==> config.mk <==
export PLATFORM = sky130hd
export DESIGN_NAME = mult_pipe_hs_wrapper
export DESIGN_NICKNAME = d
export VERILOG_FILES = /design/src/rtl/mult_pipe_hs_wrapper.sv
export SDC_FILE = /design/constraint.sdc
export NUM_CORES = 1
export LEC_CHECK = 0
export CORE_UTILIZATION = 51
export CTS_BUF_LIST = sky130_fd_sc_hd__clkbuf_16
export CTS_CLUSTER_DIAMETER = 40
export DETAILED_ROUTE_END_ITERATION = 8
export PLACE_DENSITY_LB_ADDON = 0.08
export SLEW_MARGIN = 10
export SYNTH_ARGS = -nofsm -noshare
export SYNTH_HDL_FRONTEND = slang
export SYNTH_SLANG_ARGS = --single-unit
==> constraint.sdc <==
create_clock -name clk -period 7.8 [get_ports clk]
set_input_delay 1.56 -clock clk [delete_from_list [all_inputs] [get_ports clk]]
set_output_delay 1.56 -clock clk [all_outputs]
set_load 0.02 [all_outputs]
==> src/rtl/mult_pipe_hs_wrapper.sv <==
// WIDTH x WIDTH multiplier with operand register, STAGES-deep product
// pipeline, per-beat signed/unsigned mode, pass-through tag and a
// valid/ready handshake with global stall.
//
// Ports:
//   clk, rst                 clock, synchronous active-high reset
//   in_valid / in_ready      operand beat handshake
//   in_signed                1 = two's-complement, 0 = unsigned
//   multiplicand, multiplier operands A and B (WIDTH bits)
//   in_tag                   user tag travelling with the beat
//   out_valid / out_ready    result beat handshake
//   product                  2*WIDTH-bit registered result
//   out_tag                  tag of the result beat
module mult_pipe_hs_wrapper #(
    parameter int WIDTH  = 8,
    parameter int STAGES = 2,
    parameter int TAG_W  = 4
) (
    input  logic               clk,
    input  logic               rst,
    input  logic               in_valid,
    output logic               in_ready,
    input  logic               in_signed,
    input  logic [WIDTH-1:0]   multiplicand,
    input  logic [WIDTH-1:0]   multiplier,
    input  logic [TAG_W-1:0]   in_tag,
    output logic               out_valid,
    input  logic               out_ready,
    output logic [2*WIDTH-1:0] product,
    output logic [TAG_W-1:0]   out_tag
);

    localparam int PW = 2 * WIDTH;

    logic adv;

    // stage 0: operand register
    logic             v0;
    logic [WIDTH-1:0] a0;
    logic [WIDTH-1:0] b0;
    logic             s0;
    logic [TAG_W-1:0] t0;

    // stages 1..STAGES: product, tag, valid
    logic [STAGES:1]  vp;
    logic [PW-1:0]    pp [1:STAGES];
    logic [TAG_W-1:0] tp [1:STAGES];

    logic [PW-1:0] ext_a;
    logic [PW-1:0] ext_b;
    logic [PW-1:0] mul;

    // The low 2*WIDTH bits of the extended product are the exact result
    // in both modes, so one unsigned multiplier serves signed beats too.
    always_comb begin
        ext_a = s0 ? {{WIDTH{a0[WIDTH-1]}}, a0} : {{WIDTH{1'b0}}, a0};
        ext_b = s0 ? {{WIDTH{b0[WIDTH-1]}}, b0} : {{WIDTH{1'b0}}, b0};
        mul   = ext_a * ext_b;
    end

    // The whole pipe moves as one; a held result freezes every stage.
    assign adv       = !out_valid || out_ready;
    assign in_ready  = adv;
    assign out_valid = vp[STAGES];
    assign product   = pp[STAGES];
    assign out_tag   = tp[STAGES];

    always_ff @(posedge clk) begin
        if (rst) begin
            v0 <= 1'b0;
            a0 <= '0;
            b0 <= '0;
            s0 <= 1'b0;
            t0 <= '0;
            vp <= '0;
            for (int i = 1; i <= STAGES; i++) begin
                pp[i] <= '0;
                tp[i] <= '0;
            end
        end else if (adv) begin
            v0    <= in_valid;
            a0    <= multiplicand;
            b0    <= multiplier;
            s0    <= in_signed;
            t0    <= in_tag;
            vp[1] <= v0;
            pp[1] <= mul;
            tp[1] <= t0;
            for (int i = 2; i <= STAGES; i++) begin
                vp[i] <= vp[i-1];
                pp[i] <= pp[i-1];
                tp[i] <= tp[i-1];
            end
        end
    end

endmodule

Word-level counts from Yosys, hierarchy flattened. Memories as Yosys holds them, arrays and structs flattened. Cells that the tools add are included.

Muxes and demuxes: 11. Reductions and logical operators: 2. Multiply operators: 1. Bitwise operators: 4.

Operators by type and width (number): 2-to-1 mux 16 bit (4); multiplier 16 x 16 -> 16 bit (1); 2-to-1 mux 4 bit (2); 2-to-1 mux 1 bit (5); OR 1 bit (4); zero test 1 bit (1); logical OR 1 bit (1).

Output and inout bits: 22. Input port bits: 25. Memory bits (writable): 40. Memories: 2. Register bits after elaboration: 24. Word-level logic and storage cells: 26.

Memory list: pp (depth 2, bits a word 16, read ports 2, clocked after Yosys merged registers in 0, wr ports 2, line 46) `logic [PW-1:0] pp [1:STAGES];`; tp (depth 2, bits a word 4, read ports 2, clocked after Yosys merged registers in 0, wr ports 2, line 47) `logic [TAG_W-1:0] tp [1:STAGES];`.

Depth between registers and ports, before layout. Gate-level depths: netlist of run 1.

Word-level depth: 6. Depth in mapped cells: 22. Mapped depth without buffers: 21.

Least setup slack after synthesis of run 1. Ideal clock, no wire load.

Path kind: register to register. Start point: register s0. End point: memory pp[1][15] (netlist name) (data pin). Path slack: 2.199 ns. Stages on the path, launching flop included: 20. Data arrival time: 5.334 ns. Period minus slack after synthesis: 5.601 ns. Cell sequence: dfxtp_1 clkbuf_2 and2_0 nand2_1 inv_1 fa_1 inv_1 fa_1 inv_1 fa_1 fa_1 inv_1 fa_1 fa_1 xor2_1 xnor3_1 xnor3_1 xnor3_1 nor3_2 nor3b_2.

RTL lines: start, declared (line 41) `logic s0;`; start signal, assigned (line 84) `s0 <= in_signed;`; end, declared (line 46).

==> results.txt, run 1 <==
Final core occ -> 59.7%
RSZ-0062 raised after global routing -> false
Area delta synth->final -> 14.5%
Yosys warning count -> 0
# DRC -> 0
Most common cell after layout, fill and taps aside -> inv_1
Reg2Reg Depth -> 14
Pleak -> 3.27 nW
Clock sinks -> 64
Crit Reg-Reg Startpoint -> a0[7]$_SDFFE_PP0P_
Cell Area, Synth -> 5950 sq um
Root Buffer -> clkbuf_16
Largest net degree at the start of global routing -> 41
Tot Pwr -> 1.03 mW
Initial Util -> 52.1%
# setup viols final -> 0
Placed inst area -> 6510 sq um
1st-pass router iterations -> 4
Relative slew slack -> 31.0%
H-tree Lvls -> 3
Mapped Nets -> 764
Clk Latency, worst-skew pair -> 0.33 ns
Post-CTS sizing -> 0
DP HPWL -> 9170 um
Total Routing Usage GR -> 22.5%
Count of state elements after synthesis -> 64
Crit path capture type -> register
PD cells -> 151 nW/um^2
Worst setup path class -> reg -> reg
Die Y -> 110 um
FP Rows -> 39
GRT overflow -> 0
Final period util -> 75.3%
CP Data Arrival Time -> 5.94 ns
Filler Cell Count -> 1033
Hold Path Class -> reg -> reg
Via-to-Cell Ratio -> 5.03
Hold Fails Final Rpt -> 0
Layout cells sized above 1 -> 3.36%
TNS Setup -> 0 ns
Worst EP required -> 7.87 ns
Clk pin slew, worst setup/hold paths -> 0.06 ns
Final wirelength -> 12000 um
Post-layout min period -> 5.87 ns
First-pass GRT wire length -> 20200 um
TritonCTS buffer count -> 9
Worst vdd ir -> 100 uV
Placer Congestion -> 0.851
Post-synthesis sequential area ratio -> 28.2%
Layout Skew -> 0.0115 ns
Postcts setup bufs -> 0
CTS tree -> done
Initial drt markers -> 182
Clk buf depth -> 2
Drt wl/cell -> 15.0 um
Antenna-violating nets left -> 0
Die area -> 12100 sq um
FF-to-FF End -> pp[1][15]$_SDFFCE_PN0P_
Final #Nets -> 797
Vias -> 4006
Most frequent cells in the layout -> 118 x inv_1, 83 x and2_1, 69 x fa_1, 67 x nand2_1, 54 x ha_1
Netlist cell types -> 35
Core Box Area -> 11400 sq um
Worst-Margin Slew -> 1.03 ns
Critical Path Fanout Max -> 12
Die extent in x -> 110 um
Reg2reg setup slack -> 1.93 ns
CTS Hold Bufs -> 0
Critical Path End -> pp[1][15]$_SDFFCE_PN0P_
Max cap viols -> 0
Initial antenna violation count -> 0
IO Count -> 47
I/O Buffers -> 46
Max Clock Freq -> 170 MHz
Outcome -> finished, final reports clean
Vias in the first global route -> 4133
Post-route cell area -> 6820 sq um
Final Slew Violations -> 0
Mean post-synth cell area -> 9.67 sq um
CP startpoint kind -> register
Cells after Synth -> 616
Ant diodes -> 0
Crit path from -> a0[7]$_SDFFE_PP0P_
==> cells in the mapped netlist <==
cell type	number	area share, %
buf_2	2	0.17
nor2_1	18	1.1
fa_1	69	23
a31oi_1	3	0.32
and3_1	7	0.74
a21o_1	4	0.50
dfxtp_1	24	8.1
buf_1	1	0.063
nor3_1	3	0.25
o21a_1	7	0.88
clkbuf_1	23	1.4
nor3_2	1	0.17
or3_1	1	0.11
nor3b_2	1	0.21
nand2_1	67	4.2
o21ai_0	9	0.76
a21oi_1	34	2.9
and2_0	1	0.11
a31o_2	2	0.29
nand2b_1	4	0.42
xor2_1	7	1.0
a41oi_1	1	0.15
and2_1	83	8.7
xnor3_1	3	1.1
o21bai_1	2	0.25
o211a_1	1	0.17
edfxtp_1	40	20
clkbuf_2	1	0.084
a2111oi_0	1	0.15
nor3b_1	1	0.13
nor2b_1	1	0.11
nand3_1	3	0.25
ha_1	54	11
inv_1	116	7.3
xnor2_1	21	3.1
==> layout make-up <==
class                   count  area [sq um]  area share, %
multi-input cells         409          3730           54.8
inverters                 116           435           6.39
well taps                 143           179           2.63
repair buffers             49           483           7.09
clock buffers              11           275           4.04
clock inverters             5          26.3          0.386
flip-flops and latches     64          1680           24.7
==> worst max-delay path: stages, from the launching register on <==
cell	delay, ns
dfxtp_1	0.50
and2_0	0.35
nand2_1	0.13
fa_1	0.57
fa_1	0.52
fa_1	0.54
fa_1	0.44
fa_1	0.52
fa_1	0.46
xor2_1	0.14
xnor3_1	0.39
xnor3_1	0.37
xnor3_1	0.41
nor3_2	0.20
nor3b_2	0.06
==> worst min-delay path by stage <==
stage | start | endpoint | slack (ns) | cells after the start
2_1_floorplan | t0[0]$_SDFFE_PP0P_ | t0[0]$_SDFFE_PP0P_ | 0.43 | 2
3_3_place_gp | t0[3]$_SDFFE_PP0P_ | t0[3]$_SDFFE_PP0P_ | 0.43 | 2
3_5_place_dp | t0[0]$_SDFFE_PP0P_ | t0[0]$_SDFFE_PP0P_ | 0.44 | 2
6_report | t0[3]$_SDFFE_PP0P_ | t0[3]$_SDFFE_PP0P_ | 0.45 | 2
4_1_cts | t0[3]$_SDFFE_PP0P_ | t0[3]$_SDFFE_PP0P_ | 0.45 | 2
5_1_grt | t0[3]$_SDFFE_PP0P_ | t0[3]$_SDFFE_PP0P_ | 0.46 | 2
==> through the flow <==
step / hold WS (ns) / std cells / setup slack (ns)
6_report: 0.445 / 797 / 1.93
3_5_place_dp: 0.442 / 781 / 1.91
3_3_place_gp: 0.434 / 781 / 2.06
2_1_floorplan: 0.427 / 616 / 2.20
5_1_grt: 0.462 / 797 / 1.62
4_1_cts: 0.449 / 797 / 1.91
==> routing by layer <==
layer	up-vias	global-route usage [%]	routed length (um)
li1	1983	-	-
met1	1924	29.3	5340
met2	81	37.9	5790
met3	18	3.29	529
met4	0	8.57	286
met5	-	0	0
==> power breakdown <==
group | total [mW] | internal, mW | leakage [nW] | switching (mW)
Combinational | 0.210 | 0.0991 | 2.43 | 0.110
Clock | 0.408 | 0.252 | 0.159 | 0.156
Sequential | 0.412 | 0.389 | 0.679 | 0.0228
==> registers in the layout, summed over array words and instances (netlist names) <==
name,cells
pp,32
a0,8
b0,8
tp,8
t0,4
vp,2
s0,1
v0,1
==> cells by family (layout without fill, tap and decap cells) <==
logic type      after synthesis  count (layout)  share of synthesized area [%]
compound gates               64              64                           6.32
xor+xnor                     31              31                           5.25
fa+ha+maj                   123             123                           34.5
buf+inv                     143             181                           9.08
flops                        64              64                           28.2
simple gates                191             191                           16.6
Note: power is estimated with default switching activity, not from simulation.
==> run 2, diff against run 1 <==
- clock period: 7.8 -> 5.8 ns (I/O delays scaled with it)
==> run 2 against run 1 <==
Effect of this change: non-clock buffer count up 15; core utilization up 1.2 points; largest power group is now clock; clock skew increased by 0.00056 ns; critical path type unchanged; first-iteration DRC count fell by 10%; clock power up 45%; worst hold slack lost 0.0013 ns; sequential power is 31% higher; sequential share of layout area down 0.50 points; routed wire length is 3.1% higher.
==> results.txt, run 2 (synthesis gave the netlist of run 1 again) <==
Clk Latency, worst-skew pair -> 0.35 ns
Drt wl/cell -> 15.2 um
GRT overflow -> 0
Final period util -> 93.9%
# DRC -> 0
Inst Count DP -> 796
Clk pin slew, worst setup/hold paths -> 0.06 ns
Post-layout min period -> 5.45 ns
Pleak -> 3.35 nW
First-pass GRT wire length -> 20100 um
Most frequent cells in the layout -> 115 x inv_1, 83 x and2_1, 69 x fa_1, 67 x nand2_1, 54 x ha_1
Clk buf depth -> 2
Outcome -> finished, final reports clean
Most common cell after layout, fill and taps aside -> inv_1
Postcts setup bufs -> 0
Worst EP required -> 5.87 ns
Initial antenna violation count -> 0
Die Y -> 110 um
RSZ-0062 raised after global routing -> false
Antenna-violating nets left -> 0
Via-to-Cell Ratio -> 5.01
Final wirelength -> 12300 um
Worst vdd ir -> 255 uV
Final Slew Violations -> 0
Crit path capture type -> register
PD cells -> 206 nW/um^2
Core Box Area -> 11400 sq um
TritonCTS buffer count -> 9
CP startpoint kind -> register
DP HPWL -> 9470 um
CP Data Arrival Time -> 5.52 ns
Non-filler instance count after layout -> 812
Relative slew slack -> 29.6%
Final #Nets -> 812
Ant diodes -> 0
Max cap viols -> 0
Die extent in x -> 110 um
I/O Buffers -> 46
FP Rows -> 39
Vias -> 4072
Hold Path Class -> reg -> reg
Hold Fails Final Rpt -> 0
Total Routing Usage GR -> 22.8%
Initial Util -> 52.1%
Clock sinks -> 64
Critical Path Fanout Max -> 6
Biggest register -> pp
Vias in the first global route -> 4239
Worst setup path class -> reg -> reg
H-tree Lvls -> 3
CTS tree -> done
Area delta synth->final -> 16.8%
Placer Congestion -> 0.862
1st-pass router iterations -> 5
Largest net degree at the start of global routing -> 41
Worst-Margin Slew -> 1.06 ns
Die area -> 12100 sq um
TNS Setup -> 0 ns
IO Count -> 47
Root Buffer -> clkbuf_16
# setup viols final -> 0
Max FFs per register -> 32
Max Clock Freq -> 184 MHz
Filler Cell Count -> 989
Layout cells sized above 1 -> 5.98%
Initial drt markers -> 163
Layout Skew -> 0.0120 ns
==> run 2: cell count changes in the layout (fill, tap and decap cells not counted), sizes merged <==
| cell | previous run | this run |
|---|---|---|
| buf | 3 | 18 |
| clkinv | 0 | 2 |
| clkbuf | 11 | 12 |
| inv | 121 | 118 |
==> run 2: area by class of cell <==
class	instances	area, sq um	area share, %
clock buffers	12	300	4.32
clock inverters	4	27.5	0.396
inverters	116	435	6.26
multi-input cells	409	3740	53.7
flip-flops and latches	64	1680	24.2
well taps	143	179	2.57
repair buffers	64	596	8.56
==> run 2: worst max-delay path: stages (launching register included) <==
cell and delay [ns]:
dfxtp_1 0.34, and2_1 0.22, nand2_1 0.12, inv_1 0.09, fa_1 0.49, inv_1 0.06, fa_1 0.53, inv_1 0.05
fa_1 0.41, fa_1 0.54, inv_1 0.05, fa_1 0.46, fa_1 0.44, xor2_1 0.14, xnor3_1 0.39, xnor3_1 0.37
xnor3_1 0.24, o21ai_0 0.08, nor3b_2 0.15
==> run 2: metrics by stage <==
step                      utilization (%)  setup WS, ns  hold WS (ns)  area, sq um  power (mW)
after CTS                            60.9        0.0693         0.449         6950        1.45
final                                60.9         0.354         0.444         6960        1.44
after detailed placement             58.0         0.104         0.441         6630       0.855
after global placement               58.0         0.177         0.436         6630       0.850
after floorplan                         -         0.199         0.427         5950       0.758
after global routing                 60.9        0.0634         0.482         6960        1.51
==> run 2: path summary, 6_finish.rpt <==
check	from	end	slack, ns	cells after the start
max	s0$_SDFFE_PP0P_	pp[1][15]$_SDFFCE_PN0P_	0.35	18
min	t0[3]$_SDFFE_PP0P_	t0[3]$_SDFFE_PP0P_	0.44	2
max reg2reg	s0$_SDFFE_PP0P_	pp[1][15]$_SDFFCE_PN0P_	0.35	18
min reg2reg	t0[3]$_SDFFE_PP0P_	t0[3]$_SDFFE_PP0P_	0.44	2
==> run 2: power by group <==
| group | total [mW] | switching [mW] | internal [mW] | leakage [nW] |
|---|---|---|---|---|
| clock | 0.591 | 0.223 | 0.369 | 0.163 |
| sequential | 0.538 | 0.0149 | 0.523 | 0.679 |
| combinational | 0.306 | 0.167 | 0.139 | 2.51 |
| total | 1.44 | 0.404 | 1.03 | 3.35 |
==> run 2: timing repair <==
action	4_1_cts	5_1_grt
endpoints found under the setup margin	0	1
hold buffers	0	0
resized for setup	0	3
==> run 2: metal layers <==
layer  track usage [%]  wire length, um  vias up
li1                  -                -     2002
met1              27.5             5440     1990
met2              39.9             6180       60
met3              4.29              371       20
met4              9.33              324        0
met5                 0                0        -
